### config.mk
export PLATFORM = sky130hd
export DESIGN_NAME = omp_atom_select_flat
export DESIGN_NICKNAME = d
export VERILOG_FILES = /design/src/rtl/omp_atom_select_if.sv /design/src/rtl/omp_atom_select.sv /design/src/flat_wrapper.sv
export SDC_FILE = /design/constraint.sdc
export NUM_CORES = 1
export LEC_CHECK = 0
export ABC_CLOCK_PERIOD_IN_PS = 4700
export BUFFER_PORTS_ARGS = -buffer_cell sky130_fd_sc_hd__buf_2
export CAP_MARGIN = 40
export CORE_ASPECT_RATIO = 1.2
export CORE_MARGIN = 5
export CORE_UTILIZATION = 50
export DETAILED_ROUTE_END_ITERATION = 6
export HOLD_SLACK_MARGIN = 0.08
export PLACE_DENSITY_LB_ADDON = 0.3
export SYNTH_ARGS = -nofsm -noshare
export SYNTH_HDL_FRONTEND = slang
export SYNTH_SLANG_ARGS = --single-unit
### constraint.sdc
create_clock -name clk -period 4.7 [get_ports clk]
set_input_delay 0.94 -clock clk [delete_from_list [all_inputs] [get_ports clk]]
set_output_delay 0.94 -clock clk [all_outputs]
set_load 0.03 [all_outputs]
### src/rtl/omp_atom_select_if.sv
// omp_atom_select_if: request, BRAM and result signals of the OMP atom selector
// Ports (signals):
//   start, n_last, m_last, sel_mask      run request and its per-run configuration
//   phi_addr/phi_rdata, r_addr/r_rdata   Phi and residual BRAM read ports (1-cycle latency)
//   busy, done, found, lambda, max_abs   run status and selection result
// master: the side that requests runs and owns the BRAMs; slave: the selector.
interface omp_atom_select_if #(
    parameter int DW       = 16,
    parameter int MAX_COLS = 64,
    parameter int COL_W    = 6,
    parameter int ROW_W    = 5,
    parameter int ACC_W    = 40
);
    logic                    start;
    logic [COL_W-1:0]        n_last;
    logic [ROW_W-1:0]        m_last;
    logic [MAX_COLS-1:0]     sel_mask;
    logic [COL_W+ROW_W-1:0]  phi_addr;
    logic signed [DW-1:0]    phi_rdata;
    logic [ROW_W-1:0]        r_addr;
    logic signed [DW-1:0]    r_rdata;
    logic                    busy;
    logic                    done;
    logic                    found;
    logic [COL_W-1:0]        lambda;
    logic [ACC_W-1:0]        max_abs;

    modport master (
        output start, n_last, m_last, sel_mask, phi_rdata, r_rdata,
        input  phi_addr, r_addr, busy, done, found, lambda, max_abs
    );

    modport slave (
        input  start, n_last, m_last, sel_mask, phi_rdata, r_rdata,
        output phi_addr, r_addr, busy, done, found, lambda, max_abs
    );
endinterface

### src/rtl/omp_atom_select.sv
// omp_atom_select: picks the unmasked Phi column with the largest |<Phi_j, r>|
// Ports:
//   clk    system clock
//   rst_n  asynchronous active-low reset; aborts a run without a done pulse
//   bus    omp_atom_select_if.slave: start/n_last/m_last/sel_mask request,
//          Phi and residual BRAM read ports, busy/done/found/lambda/max_abs result
module omp_atom_select #(
    parameter int DW       = 16,
    parameter int MAX_COLS = 64,
    parameter int COL_W    = 6,
    parameter int MAX_ROWS = 32,
    parameter int ROW_W    = 5,
    parameter int ACC_W    = 40
) (
    input logic               clk,
    input logic               rst_n,
    omp_atom_select_if.slave  bus
);
    if (2**COL_W < MAX_COLS || 2**ROW_W < MAX_ROWS || ACC_W < 2*DW+ROW_W+1) begin : g_bad_params
        $error("omp_atom_select: inconsistent width parameters");
    end

    typedef enum logic [2:0] {IDLE, CHK, ISSUE, FLUSH1, FLUSH2, CMP, DONE} state_t;

    state_t                 state;
    logic [COL_W-1:0]       j;
    logic [COL_W-1:0]       n_q;
    logic [COL_W-1:0]       best_idx;
    logic [ROW_W-1:0]       i;
    logic [ROW_W-1:0]       m_q;
    logic [MAX_COLS-1:0]    mask_q;
    logic                   v1;
    logic                   v2;
    logic                   found_int;
    logic signed [2*DW-1:0] prod;
    logic signed [ACC_W-1:0] acc;
    logic [ACC_W-1:0]       best_abs;
    logic [ACC_W-1:0]       a;

    // ACC_W leaves headroom above the largest sum, so negating acc never wraps
    always_comb begin
        a = acc[ACC_W-1] ? ACC_W'(-acc) : ACC_W'(acc);
    end

    always_ff @(posedge clk or negedge rst_n) begin
        if (!rst_n) begin
            state        <= IDLE;
            j            <= '0;
            n_q          <= '0;
            best_idx     <= '0;
            i            <= '0;
            m_q          <= '0;
            mask_q       <= '0;
            v1           <= 1'b0;
            v2           <= 1'b0;
            found_int    <= 1'b0;
            prod         <= '0;
            acc          <= '0;
            best_abs     <= '0;
            bus.phi_addr <= '0;
            bus.r_addr   <= '0;
            bus.busy     <= 1'b0;
            bus.done     <= 1'b0;
            bus.found    <= 1'b0;
            bus.lambda   <= '0;
            bus.max_abs  <= '0;
        end else begin
            bus.done <= 1'b0;
            // v1: BRAM data for an ISSUE address is on the read ports; v2: prod holds its product
            v1 <= (state == ISSUE);
            v2 <= v1;
            if (v1) prod <= bus.phi_rdata * bus.r_rdata;
            if (v2) acc <= acc + {{(ACC_W-2*DW){prod[2*DW-1]}}, prod};
            case (state)
                IDLE: begin
                    if (bus.start) begin
                        state     <= CHK;
                        bus.busy  <= 1'b1;
                        n_q       <= bus.n_last;
                        m_q       <= bus.m_last;
                        mask_q    <= bus.sel_mask;
                        j         <= '0;
                        best_abs  <= '0;
                        best_idx  <= '0;
                        found_int <= 1'b0;
                    end
                end
                CHK: begin
                    if (mask_q[j]) begin
                        if (j == n_q) state <= DONE;
                        else j <= j + 1'b1;
                    end else begin
                        acc          <= '0;
                        i            <= '0;
                        bus.phi_addr <= {j, ROW_W'(0)};
                        bus.r_addr   <= '0;
                        state        <= ISSUE;
                    end
                end
                ISSUE: begin
                    if (i == m_q) begin
                        state <= FLUSH1;
                    end else begin
                        i            <= i + 1'b1;
                        bus.phi_addr <= {j, ROW_W'(i + 1'b1)};
                        bus.r_addr   <= i + 1'b1;
                    end
                end
                FLUSH1: state <= FLUSH2;
                FLUSH2: state <= CMP;
                CMP: begin
                    // strict compare keeps the lowest index on ties
                    if (!found_int || a > best_abs) begin
                        best_abs  <= a;
                        best_idx  <= j;
                        found_int <= 1'b1;
                    end
                    if (j == n_q) state <= DONE;
                    else begin
                        j     <= j + 1'b1;
                        state <= CHK;
                    end
                end
                DONE: begin
                    bus.done    <= 1'b1;
                    bus.busy    <= 1'b0;
                    bus.lambda  <= best_idx;
                    bus.max_abs <= best_abs;
                    bus.found   <= found_int;
                    state       <= IDLE;
                end
                default: state <= IDLE;
            endcase
        end
    end
endmodule

### src/flat_wrapper.sv
// flat-port wrapper written by rule: the top's interface ports become plain ports
module omp_atom_select_flat 
#(
    parameter int DW       = 16,
    parameter int MAX_COLS = 64,
    parameter int COL_W    = 6,
    parameter int MAX_ROWS = 32,
    parameter int ROW_W    = 5,
    parameter int ACC_W    = 40
)
  (clk, rst_n, bus_start, bus_n_last, bus_m_last, bus_sel_mask, bus_phi_rdata, bus_r_rdata, bus_phi_addr, bus_r_addr, bus_busy, bus_done, bus_found, bus_lambda, bus_max_abs);
  omp_atom_select_if #(.DW(DW), .MAX_COLS(MAX_COLS), .COL_W(COL_W), .ROW_W(ROW_W), .ACC_W(ACC_W)) bus_i ();
  input logic clk;
  input logic rst_n;
  input wire logic [$bits(bus_i.start)-1:0] bus_start;
  input wire logic [$bits(bus_i.n_last)-1:0] bus_n_last;
  input wire logic [$bits(bus_i.m_last)-1:0] bus_m_last;
  input wire logic [$bits(bus_i.sel_mask)-1:0] bus_sel_mask;
  input wire logic [$bits(bus_i.phi_rdata)-1:0] bus_phi_rdata;
  input wire logic [$bits(bus_i.r_rdata)-1:0] bus_r_rdata;
  output wire logic [$bits(bus_i.phi_addr)-1:0] bus_phi_addr;
  output wire logic [$bits(bus_i.r_addr)-1:0] bus_r_addr;
  output wire logic [$bits(bus_i.busy)-1:0] bus_busy;
  output wire logic [$bits(bus_i.done)-1:0] bus_done;
  output wire logic [$bits(bus_i.found)-1:0] bus_found;
  output wire logic [$bits(bus_i.lambda)-1:0] bus_lambda;
  output wire logic [$bits(bus_i.max_abs)-1:0] bus_max_abs;
  assign bus_i.start = bus_start;
  assign bus_i.n_last = bus_n_last;
  assign bus_i.m_last = bus_m_last;
  assign bus_i.sel_mask = bus_sel_mask;
  assign bus_i.phi_rdata = bus_phi_rdata;
  assign bus_i.r_rdata = bus_r_rdata;
  assign bus_phi_addr = bus_i.phi_addr;
  assign bus_r_addr = bus_i.r_addr;
  assign bus_busy = bus_i.busy;
  assign bus_done = bus_i.done;
  assign bus_found = bus_i.found;
  assign bus_lambda = bus_i.lambda;
  assign bus_max_abs = bus_i.max_abs;
  omp_atom_select #(.DW(DW), .MAX_COLS(MAX_COLS), .COL_W(COL_W), .MAX_ROWS(MAX_ROWS), .ROW_W(ROW_W), .ACC_W(ACC_W)) u_core (.clk(clk), .rst_n(rst_n), .bus(bus_i));
endmodule
==> summary.txt <==
largest net degree at the start of global routing: 133
die width: 214 um
design area: 0.0303 mm2
multi-input logic area: 0.0172 mm2
sequential area share after synthesis: 26.7%
setup ws final: -1.18 ns
Final setup viols: 70
reg2reg start: u_core.acc[6]
ys async rst share: 100%
Yosys cell types: 75
Worst-path clk slew: 0.06 ns
CTS sink cnt: 265
R2R Path End: u_core.best_abs[10]
Data arrival, critical path: 6.30 ns
Area Overhead vs Synth: 21.9%
max-cap viol count: 0
fillers: 4074
end of the critical path: u_core.prod[28]
Tightest Pin Transition: 0.994 ns
synth warn: 0
vias: 19900
WL final: 62.3 mm
initial core utilization: 50.5%
met1 usage: 29.2%
crit-path cells: buf_8 -> and2_4 -> fa_1 -> inv_2 -> fa_1 -> inv_2 -> fa_1 -> fa_2 -> fa_1 -> inv_1 -> fa_1 -> inv_2 -> ha_4 -> buf_4 -> nand4_1 -> and3_4 -> o21a_1 -> a31oi_2 -> o21ai_2 -> a21oi_2 -> o41a_1 -> o2111ai_1 -> nand3_1
max-slew violations: 0
most frequent cells in the layout: nand2_1, inv_1, dfrtp_1
fin cells: 3704
row count: 89
unrepaired setup endpoints after global routing: true
busiest grt layer: met2
Worst-Skew Late Latency: 0.55 ns
die area: 0.0543 mm2
antenna cells: 0
Synth Register Bits: 265
R2R depth: 18
met2 usage: 42.5%
top_reg_cell synth: dfrtp_1
worst-case clock skew: 0.00886 ns
EDFF count, synth: 0
CTS tree: built
Final nets: 3583
CP Launch Type: primary input
Tmin final: 5.88 ns
register-to-register setup slack: -0.28 ns
Clock Tree Buf Depth: 3
worst min path class: flip-flop to flip-flop
setup TNS: -28.20 ns
hold path cells: 2
Core Box Area: 0.0492 mm2
CP max stage delay: 0.55 ns
Final HPWL DP: 48.8 mm
Inst Count DP: 3614
met3 Usage GRT: 1.09%
Fin Hold WS: 0.470 ns
failing checks: setup timing
Sequential Area: 0.00663 mm2
antenna violations before repair: 0
Die Y: 254 um
CP max FO: 4
residual DRC count: 0
Worst Setup SP: bus_r_rdata[12]
crit end category: flip-flop
area of the mapped netlist: 0.0249 mm2
Post-DRT Antenna Nets: 0
vias in the first global route: 21300
critical path data required time: 5.12 ns
clk root buf: clkbuf_16
I/O Pins: 175
Initial DRC Count: 1180
GRT overflow: 0
ratio of cells with drive above 1 in the final layout: 22.3%
gr usage total: 22.9%
Routed WL per cell: 16.8 um
critical path class: primary input to flip-flop
Mapped Avg Cell Area: 9.21 um2
fmax: 170 MHz
PortBufs: 174
hold buffers post-CTS: 0
Fin. Hold Viols: 0
most frequent CP cell: fa_1
DRT Pass-1 Iters: 5
Post-Synthesis Cells: 2700
status: finished, violations left
htree depth: 1
Final period util: 125%
RD Place Congestion: 0.919
syn_nets: 3237
Rel. slew slack: 33.7%
slowest cell on the critical path: fa_1
most common cell after layout, fill and taps aside: nand2_1
placed inst area: 0.0281 mm2
CTS buffer count: 27
first-pass GRT wire length: 104 mm
Via density: 5.38
[sequential cells by signal, indices dropped and copies added (netlist names)]
register / count
u_core.bus.max_abs: 40
u_core.bus.busy: 1
u_core.m_q: 5
u_core.j: 6
u_core.bus.phi_addr: 7
u_core.best_idx: 6
u_core.v2: 1
u_core.state: 3
u_core.v1: 1
u_core.acc: 40
u_core.found_int: 1
u_core.n_q: 6
u_core.bus.r_addr: 4
u_core.best_abs: 40
u_core.mask_q: 64
u_core.bus.done: 1
u_core.prod: 32
u_core.bus.found: 1
u_core.bus.lambda: 6
[worst max-delay path, delay by kind of cell]
kind / cells / cell delay [ns]
AND/OR/NAND/NOR: 4 / 0.53
AO/OA/AOI/OAI: 6 / 1.10
buffers and inverters: 6 / 0.42
adder cells (fa/ha/maj): 7 / 3.30
[cell usage after synthesis, types with 12 or more instances]
master,n,share of area [%]
and2_1,125,3.1
o21ai_1,15,0.30
fa_1,263,21
nor3_1,47,0.95
nand2b_1,20,0.50
mux2_2,25,1.1
mux2i_1,33,1.3
nand2_1,494,7.5
nor2b_1,13,0.33
a221o_1,30,1.2
and3_1,19,0.48
clkbuf_1,96,1.4
a211oi_1,20,0.60
o21ai_0,94,1.9
o21a_1,14,0.42
buf_2,12,0.24
nand4_1,25,0.63
a31oi_1,18,0.45
nand3_1,38,0.76
inv_1,365,5.5
nor4_1,13,0.33
a22o_1,16,0.56
dfrtp_1,265,27
a21o_1,40,1.2
o31ai_1,19,0.57
ha_1,164,8.2
a21oi_1,62,1.2
nor2_1,101,1.5
xnor2_1,85,3.0
xor2_1,25,0.88
[routing by layer]
metal  wire (um)  up-vias
li1            -     9527
met1       26300     9880
met2       32300      397
met3        1970      112
met4        1720        0
met5           0        -
[how the worst min path moves through the flow]
stage                 startpoint           endpoint  slack (ns)
2_1_floorplan          u_core.v1          u_core.v2        0.39
3_3_place_gp   u_core.mask_q[47]  u_core.mask_q[47]        0.45
3_5_place_dp   u_core.mask_q[56]  u_core.mask_q[56]        0.46
4_1_cts        u_core.mask_q[56]  u_core.mask_q[56]        0.47
5_1_grt        u_core.mask_q[21]  u_core.mask_q[21]        0.49
6_report       u_core.mask_q[21]  u_core.mask_q[21]        0.47
[layout make-up]
class / count / area share [%]
inverter: 367 / 4.54
sequential: 265 / 21.9
timing repair buffer: 441 / 11.2
clock inverter: 15 / 0.747
multi-input combinational: 1944 / 56.5
tap: 637 / 2.63
clock buffer: 35 / 2.49
[what timing repair did]
item,CTS,global route
pin swaps,98,60
buffers inserted,40,13
hold endpoints to repair,0,0
endpoints found under the setup margin,70,70
cloned,7,0
resized for setup,170,58
[through the flow]
| step | utilization [%] | setup WS, ns |
|---|---|---|
| 2_1_floorplan | - | -1.43 |
| 5_1_grt | 61.6 | -1.43 |
| 3_5_place_dp | 57.0 | -1.92 |
| 3_3_place_gp | 57.0 | -1.84 |
| 4_1_cts | 61.2 | -1.13 |
| 6_report | 61.6 | -1.18 |
[logic make-up after synthesis]
| kind of cell | count (synthesis) | share of synthesized area (%) |
|---|---|---|
| AO/OA/AOI/OAI | 396 | 10.9 |
| XOR/XNOR | 110 | 3.87 |
| adder cells (fa/ha/maj) | 427 | 29.4 |
| buffers and inverters | 491 | 7.63 |
| flip-flops | 265 | 26.7 |
| multiplexers | 83 | 4.45 |
| AND/OR/NAND/NOR | 928 | 17.1 |
Power is not shown: default switching activity piles up to over one toggle a cycle in this logic, so the estimate is an artifact.
